<file path="src/rtl/l2_input_arbiter_param.sv">
// l2_input_arbiter_param: N_CH-way valid/ready arbiter with ageing and a set/way flush walker
// Ports:
//   clk, rst         clock; asynchronous active-low reset
//   decode_en        arbitration/update enable; low freezes all state
//   in_valid/in_block/in_addr  per-channel request, stall and address (channel i at [i*ADDR_W +: ADDR_W])
//   in_ready         combinational one-hot accept for the winning channel
//   flush_start/flush_ready    flush request and its combinational accept
//   flush_active     walker is running; flush_done one-cycle pulse after the last op
//   grant_*          registered operation: valid, one-hot channel, flush flag, tag, set, way
//   starve_boost     registered: grant came from the ageing override
//   idle             combinational: decode_en high and nothing selected
module l2_input_arbiter_param #(
   parameter int N_CH       = 4,
   parameter int ADDR_W     = 32,
   parameter int OFF_BITS   = 4,
   parameter int SET_BITS   = 8,
   parameter int WAYS       = 8,
   parameter int FLUSH_PRIO = 2,
   parameter int STARVE_MAX = 15
) (
   input  logic                                 clk,
   input  logic                                 rst,
   input  logic                                 decode_en,
   input  logic [N_CH-1:0]                      in_valid,
   input  logic [N_CH-1:0]                      in_block,
   input  logic [N_CH*ADDR_W-1:0]               in_addr,
   output logic [N_CH-1:0]                      in_ready,
   input  logic                                 flush_start,
   output logic                                 flush_ready,
   output logic                                 flush_active,
   output logic                                 flush_done,
   output logic                                 grant_valid,
   output logic [N_CH-1:0]                      grant_ch,
   output logic                                 grant_flush,
   output logic [ADDR_W-OFF_BITS-SET_BITS-1:0]  grant_tag,
   output logic [SET_BITS-1:0]                  grant_set,
   output logic [$clog2(WAYS)-1:0]              grant_way,
   output logic                                 starve_boost,
   output logic                                 idle
);
   localparam int TAG_W = ADDR_W - OFF_BITS - SET_BITS;
   localparam int WAY_W = $clog2(WAYS);
   localparam int AGE_W = $clog2(STARVE_MAX + 1);
   typedef enum logic {S_IDLE, S_FLUSH} state_t;
   state_t r_state, w_state_nxt;
   logic [SET_BITS-1:0] r_set, w_set_nxt, r_grant_set;
   logic [WAY_W-1:0] r_way, w_way_nxt, r_grant_way;
   logic [AGE_W-1:0] r_age [N_CH];
   logic [N_CH-1:0] w_elig, w_boost_vec, w_elig_oh, w_boost_oh, w_win, r_grant_ch;
   logic [TAG_W-1:0] r_grant_tag;
   logic [ADDR_W-1:0] w_addr;
   logic w_boost, w_accept, w_flush_op, w_last_op, w_way_wrap;
   logic r_grant_valid, r_grant_flush, r_boost, r_flush_done;
   logic w_unused;
   always_comb begin
      w_elig = '0;
      w_boost_vec = '0;
      for (int i = 0; i < N_CH; i++) begin
         // while flushing only the high-priority channels may cut in
         w_elig[i] = in_valid[i] & ~in_block[i] & (r_state == S_IDLE || i < FLUSH_PRIO);
         w_boost_vec[i] = w_elig[i] & (r_age[i] == AGE_W'(STARVE_MAX));
      end
      // isolate the lowest set bit = lowest-index request
      w_elig_oh = w_elig & (~w_elig + N_CH'(1));
      w_boost_oh = w_boost_vec & (~w_boost_vec + N_CH'(1));
      w_boost = decode_en & |w_boost_vec;
      w_accept = decode_en & ~w_boost & flush_start & (r_state == S_IDLE);
      w_win = (!decode_en || w_accept) ? '0 : w_boost ? w_boost_oh : w_elig_oh;
      w_flush_op = decode_en & ~w_accept & ~|w_win & (r_state == S_FLUSH);
      w_way_wrap = r_way == WAY_W'(WAYS - 1);
      w_last_op = w_flush_op & w_way_wrap & (r_set == '1);
      w_addr = '0;
      for (int i = 0; i < N_CH; i++)
         if (w_win[i]) w_addr = in_addr[i*ADDR_W +: ADDR_W];
      w_state_nxt = w_accept ? S_FLUSH : w_last_op ? S_IDLE : r_state;
      w_way_nxt = w_accept ? '0 : w_flush_op ? (w_way_wrap ? '0 : r_way + WAY_W'(1)) : r_way;
      // the set counter wraps to 0 by itself after the last set
      w_set_nxt = w_accept ? '0 : (w_flush_op && w_way_wrap) ? r_set + SET_BITS'(1) : r_set;
   end
   assign w_unused = ^w_addr[OFF_BITS-1:0];
   always_ff @(posedge clk or negedge rst) begin
      if (!rst) begin
         r_state <= S_IDLE;
         r_set <= '0;
         r_way <= '0;
         r_flush_done <= 1'b0;
         r_grant_valid <= 1'b0;
         r_grant_ch <= '0;
         r_grant_flush <= 1'b0;
         r_grant_tag <= '0;
         r_grant_set <= '0;
         r_grant_way <= '0;
         r_boost <= 1'b0;
         for (int i = 0; i < N_CH; i++) r_age[i] <= '0;
      end else begin
         r_state <= w_state_nxt;
         r_set <= w_set_nxt;
         r_way <= w_way_nxt;
         r_flush_done <= w_last_op;
         if (decode_en) begin
            r_grant_valid <= |w_win | w_flush_op;
            r_grant_ch <= w_win;
            r_grant_flush <= w_flush_op;
            r_grant_tag <= w_addr[ADDR_W-1 -: TAG_W];
            r_grant_set <= w_flush_op ? r_set : w_addr[OFF_BITS +: SET_BITS];
            r_grant_way <= w_flush_op ? r_way : '0;
            r_boost <= w_boost;
            // blocked or flush-masked requesters hold their age
            for (int i = 0; i < N_CH; i++)
               r_age[i] <= (!in_valid[i] || w_win[i]) ? '0 :
                           (w_elig[i] && r_age[i] != AGE_W'(STARVE_MAX)) ? r_age[i] + AGE_W'(1) : r_age[i];
         end
      end
   end
   assign in_ready = w_win;
   assign flush_ready = w_accept;
   assign flush_active = r_state == S_FLUSH;
   assign flush_done = r_flush_done;
   assign grant_valid = r_grant_valid;
   assign grant_ch = r_grant_ch;
   assign grant_flush = r_grant_flush;
   assign grant_tag = r_grant_tag;
   assign grant_set = r_grant_set;
   assign grant_way = r_grant_way;
   assign starve_boost = r_boost;
   assign idle = decode_en & ~|w_win & ~w_accept & ~w_flush_op;
endmodule

</file>
<file path="config.mk">
export PLATFORM = sky130hd
export DESIGN_NAME = l2_input_arbiter_param
export DESIGN_NICKNAME = d
export VERILOG_FILES = /design/src/rtl/l2_input_arbiter_param.sv
export SDC_FILE = /design/constraint.sdc
export NUM_CORES = 1
export LEC_CHECK = 0
export ABC_AREA = 1
export ABC_CLOCK_PERIOD_IN_PS = 3400
export CAP_MARGIN = 10
export CORE_MARGIN = 4
export CORE_UTILIZATION = 31
export DETAILED_ROUTE_END_ITERATION = 8
export REMOVE_ABC_BUFFERS = 1
export SYNTH_ARGS = -nofsm -noshare
export SYNTH_HDL_FRONTEND = slang
export SYNTH_SLANG_ARGS = --single-unit
export TNS_END_PERCENT = 20
</file>
<file path="constraint.sdc">
create_clock -name clk -period 3.4 [get_ports clk]
set_clock_uncertainty 0.15 [all_clocks]
set_input_delay 0.85 -clock clk [delete_from_list [all_inputs] [get_ports clk]]
set_output_delay 0.85 -clock clk [all_outputs]
set_load 0.005 [all_outputs]
</file>
==> impl_metrics.tcl <==
set metrics [dict create \
    core.rowCount 40 \
    multi_input_comb_area_mm2 0.00209 \
    p_total_mw 2.47 \
    layout-drive-gt1-share 0.154 \
    routabilityCongestion 0.883 \
    path_class "primary input to primary output" \
    htreeDepth 3 \
    ir_drop_v 0.000243 \
    cp.required_ps 2400 \
    syn_inst 525 \
    clock_latency_ps 320 \
    synth.distinct_cells 29 \
    vias 4210 \
    hold_ws_ps 323 \
    firstDrtPassIters 5 \
    synth_compound_area_frac 0.0846 \
    synth_top_family_by_area "simple AND/OR/NAND/NOR gates" \
    leakage_nw 3.09 \
    clock.fmax_ghz 0.302 \
    drt_iter0_drc 177 \
    cts-buffers-inserted 9 \
    hpwl_um 10100 \
    placed_area_mm2 0.00599 \
    worst-path-max-fanout 4 \
    cts_sinks 67 \
    utilization 0.535 \
    timing.reg2reg.setup_slack_ps 780 \
    arrival_ps 2310 \
    p_per_area_mw_per_mm2 381 \
    grt_overflow_total 0 \
    ios 186 \
    antenna_cells 0 \
    cp-start-kind "primary input" \
    regArea_mm2 0.00168 \
    cts_tree "built" \
    cts.hold.buffers_added 0 \
    antenna_found_initial 0 \
    grt_pass1_vias 4253 \
    die_y_um 120 \
    hold_violations 0 \
    tightest_slew_ps 729 \
    track_usage 0.187 \
    path_clk_slew_ps 50 \
    synth_warnings 0 \
    drv_cap 0 \
    setup_viol 0 \
    die_x_um 120 \
    fin_crit_ps 3310 \
    start_util 0.320 \
    synth_top_flop_cell "dfrtp_1" \
    dieArea_mm2 0.0144 \
    cts_root_buf "clkbuf_16" \
    grt_pass1_wl_um 21600 \
    worstReg2RegEnd "r_age[14]$_DFFE_PN0P_" \
    drc 0 \
    ys_seq_elements 67 \
    final_common_cell "nand2_1" \
    outcome "finished clean" \
    fin_crit_sh 0.973 \
    syn_area_mm2 0.00388 \
    antenna_left 0 \
    final_nets 882 \
    nFillCells 1150 \
    stdcell_count 904 \
    ff2ff_path_depth 16 \
    muxShareOfSynthArea 0 \
    min_to "grant_ch[1]$_DFFE_PN0P_" \
    final_area_mm2 0.00648 \
    synth_edf_count 0 \
    synthXorXnorAreaFrac 0.0271 \
    design.core.area_mm2 0.0121 \
    hold_path_depth 2 \
    synth-simple-area-share 0.370 \
    final_cell_mix "nand2_1 (185), clkdlybuf4s50_1 (154), nand3_1 (78)" \
    maxSlewHeadroom 0.514 \
    rr_startpoint "r_age[8]$_DFFE_PN0P_" \
    synth_fa_ha_area_frac 0.0226 \
    syn_area_per_cell_um2 7.38 \
    area.growth.synth_to_final_pct 67.1 \
    cp-end-kind "primary output" \
    drt_wl_total_um 13200 \
    min-delay-path-class "register to register" \
    grt_max_degree 42 \
    async_reset_ff_frac 1.00 \
    yosysSeqAreaShare 0.433 \
    port_buffers 169 \
    hp-start "grant_ch[1]$_DFFE_PN0P_" \
    avgViaCountPerCell 4.66 \
    dp.cells 881 \
    routedWlPerCell_um 14.6 \
    clock_tree.buffer_depth 2 \
    drv_slew 0 \
]
==> state kept, by name, summed over array words and instances, names as in the netlist, 3 cells and up <==
register   count
r_age         16
grant_way      3
grant_ch       4
grant_set      8
r_way          3
grant_tag     20
r_set          8
==> cell families (layout without fill, tap and decap cells) <==
kind of cell,Yosys count,in the layout
AND/OR/NAND/NOR,320,320
flip-flops,67,67
buffers and inverters,60,271
AO/OA/AOI/OAI,59,59
XOR/XNOR,12,12
adder cells (fa/ha/maj),7,7
==> synth_stat cells, types with 3 or more instances <==
master	count	area (um2)
nor2_1	19	71.3
dfrtp_1	67	1680
inv_1	39	146
ha_1	7	87.6
nor3_1	4	20.0
o221ai_1	4	35.0
clkbuf_1	11	41.3
xor2_1	10	87.6
nand3_2	7	70.1
nand4_1	3	18.8
a21oi_1	23	115
nor2_2	5	31.3
buf_2	5	25.0
nand3_1	81	405
o21ai_0	24	120
nand2_1	190	713
nand2_2	5	31.3
nor2_4	4	45.0
==> area by class of cell <==
type / count / share of cell area
inverters: 42 / 0.0251
clock buffers: 12 / 0.0396
multi-input cells: 398 / 0.323
well taps: 168 / 0.0325
repair buffers: 217 / 0.321
flip-flops and latches: 67 / 0.259
==> worst max path at each step <==
stage	slack, ps	depth (start not counted)	to	from
3_5_place_dp	-640	10	in_ready[2]	in_valid[0]
4_1_cts	-120	13	idle	in_block[3]
3_3_place_gp	-600	15	idle	in_block[1]
2_1_floorplan	-580	5	in_ready[0]	decode_en
5_1_grt	-10	11	idle	decode_en
6_report	90	11	idle	decode_en
==> what timing repair did <==
item                       in CTS  in global routing
buffers inserted                8                  3
resized for setup              52                 18
pin swaps                      12                 17
setup endpoints to repair       6                  3
==> power by group <==
group / switching [mW] / internal [mW]
Clock: 0.303 / 0.516
Sequential: 0.0733 / 0.911
Combinational: 0.285 / 0.377
==> layer usage <==
layer  part of all wire  GRT usage
met2               0.49      0.327
met4             0.0087     0.0358
met5                  0          0
met3              0.067     0.0528
met1               0.43      0.232
==> critical path, cell delays in order <==
cell and delay (ps):
clkdlybuf4s50_1 480, inv_1 60, nor2_2 130, nand3_4 120
nand3_4 90, nor2_4 50, buf_6 110, nor2_4 120
nand3_4 100, nor2_2 70, buf_2 110
==> metrics by stage <==
stage | setup WS, ps | setup TNS, ps
floorplan | -581 | -7040
finish | 91.2 | 0
global placement | -596 | -2860
CTS | -122 | -271
global route | -12.6 | -12.6
detailed placement | -641 | -3060
Note: power is estimated with default switching activity, not from simulation.
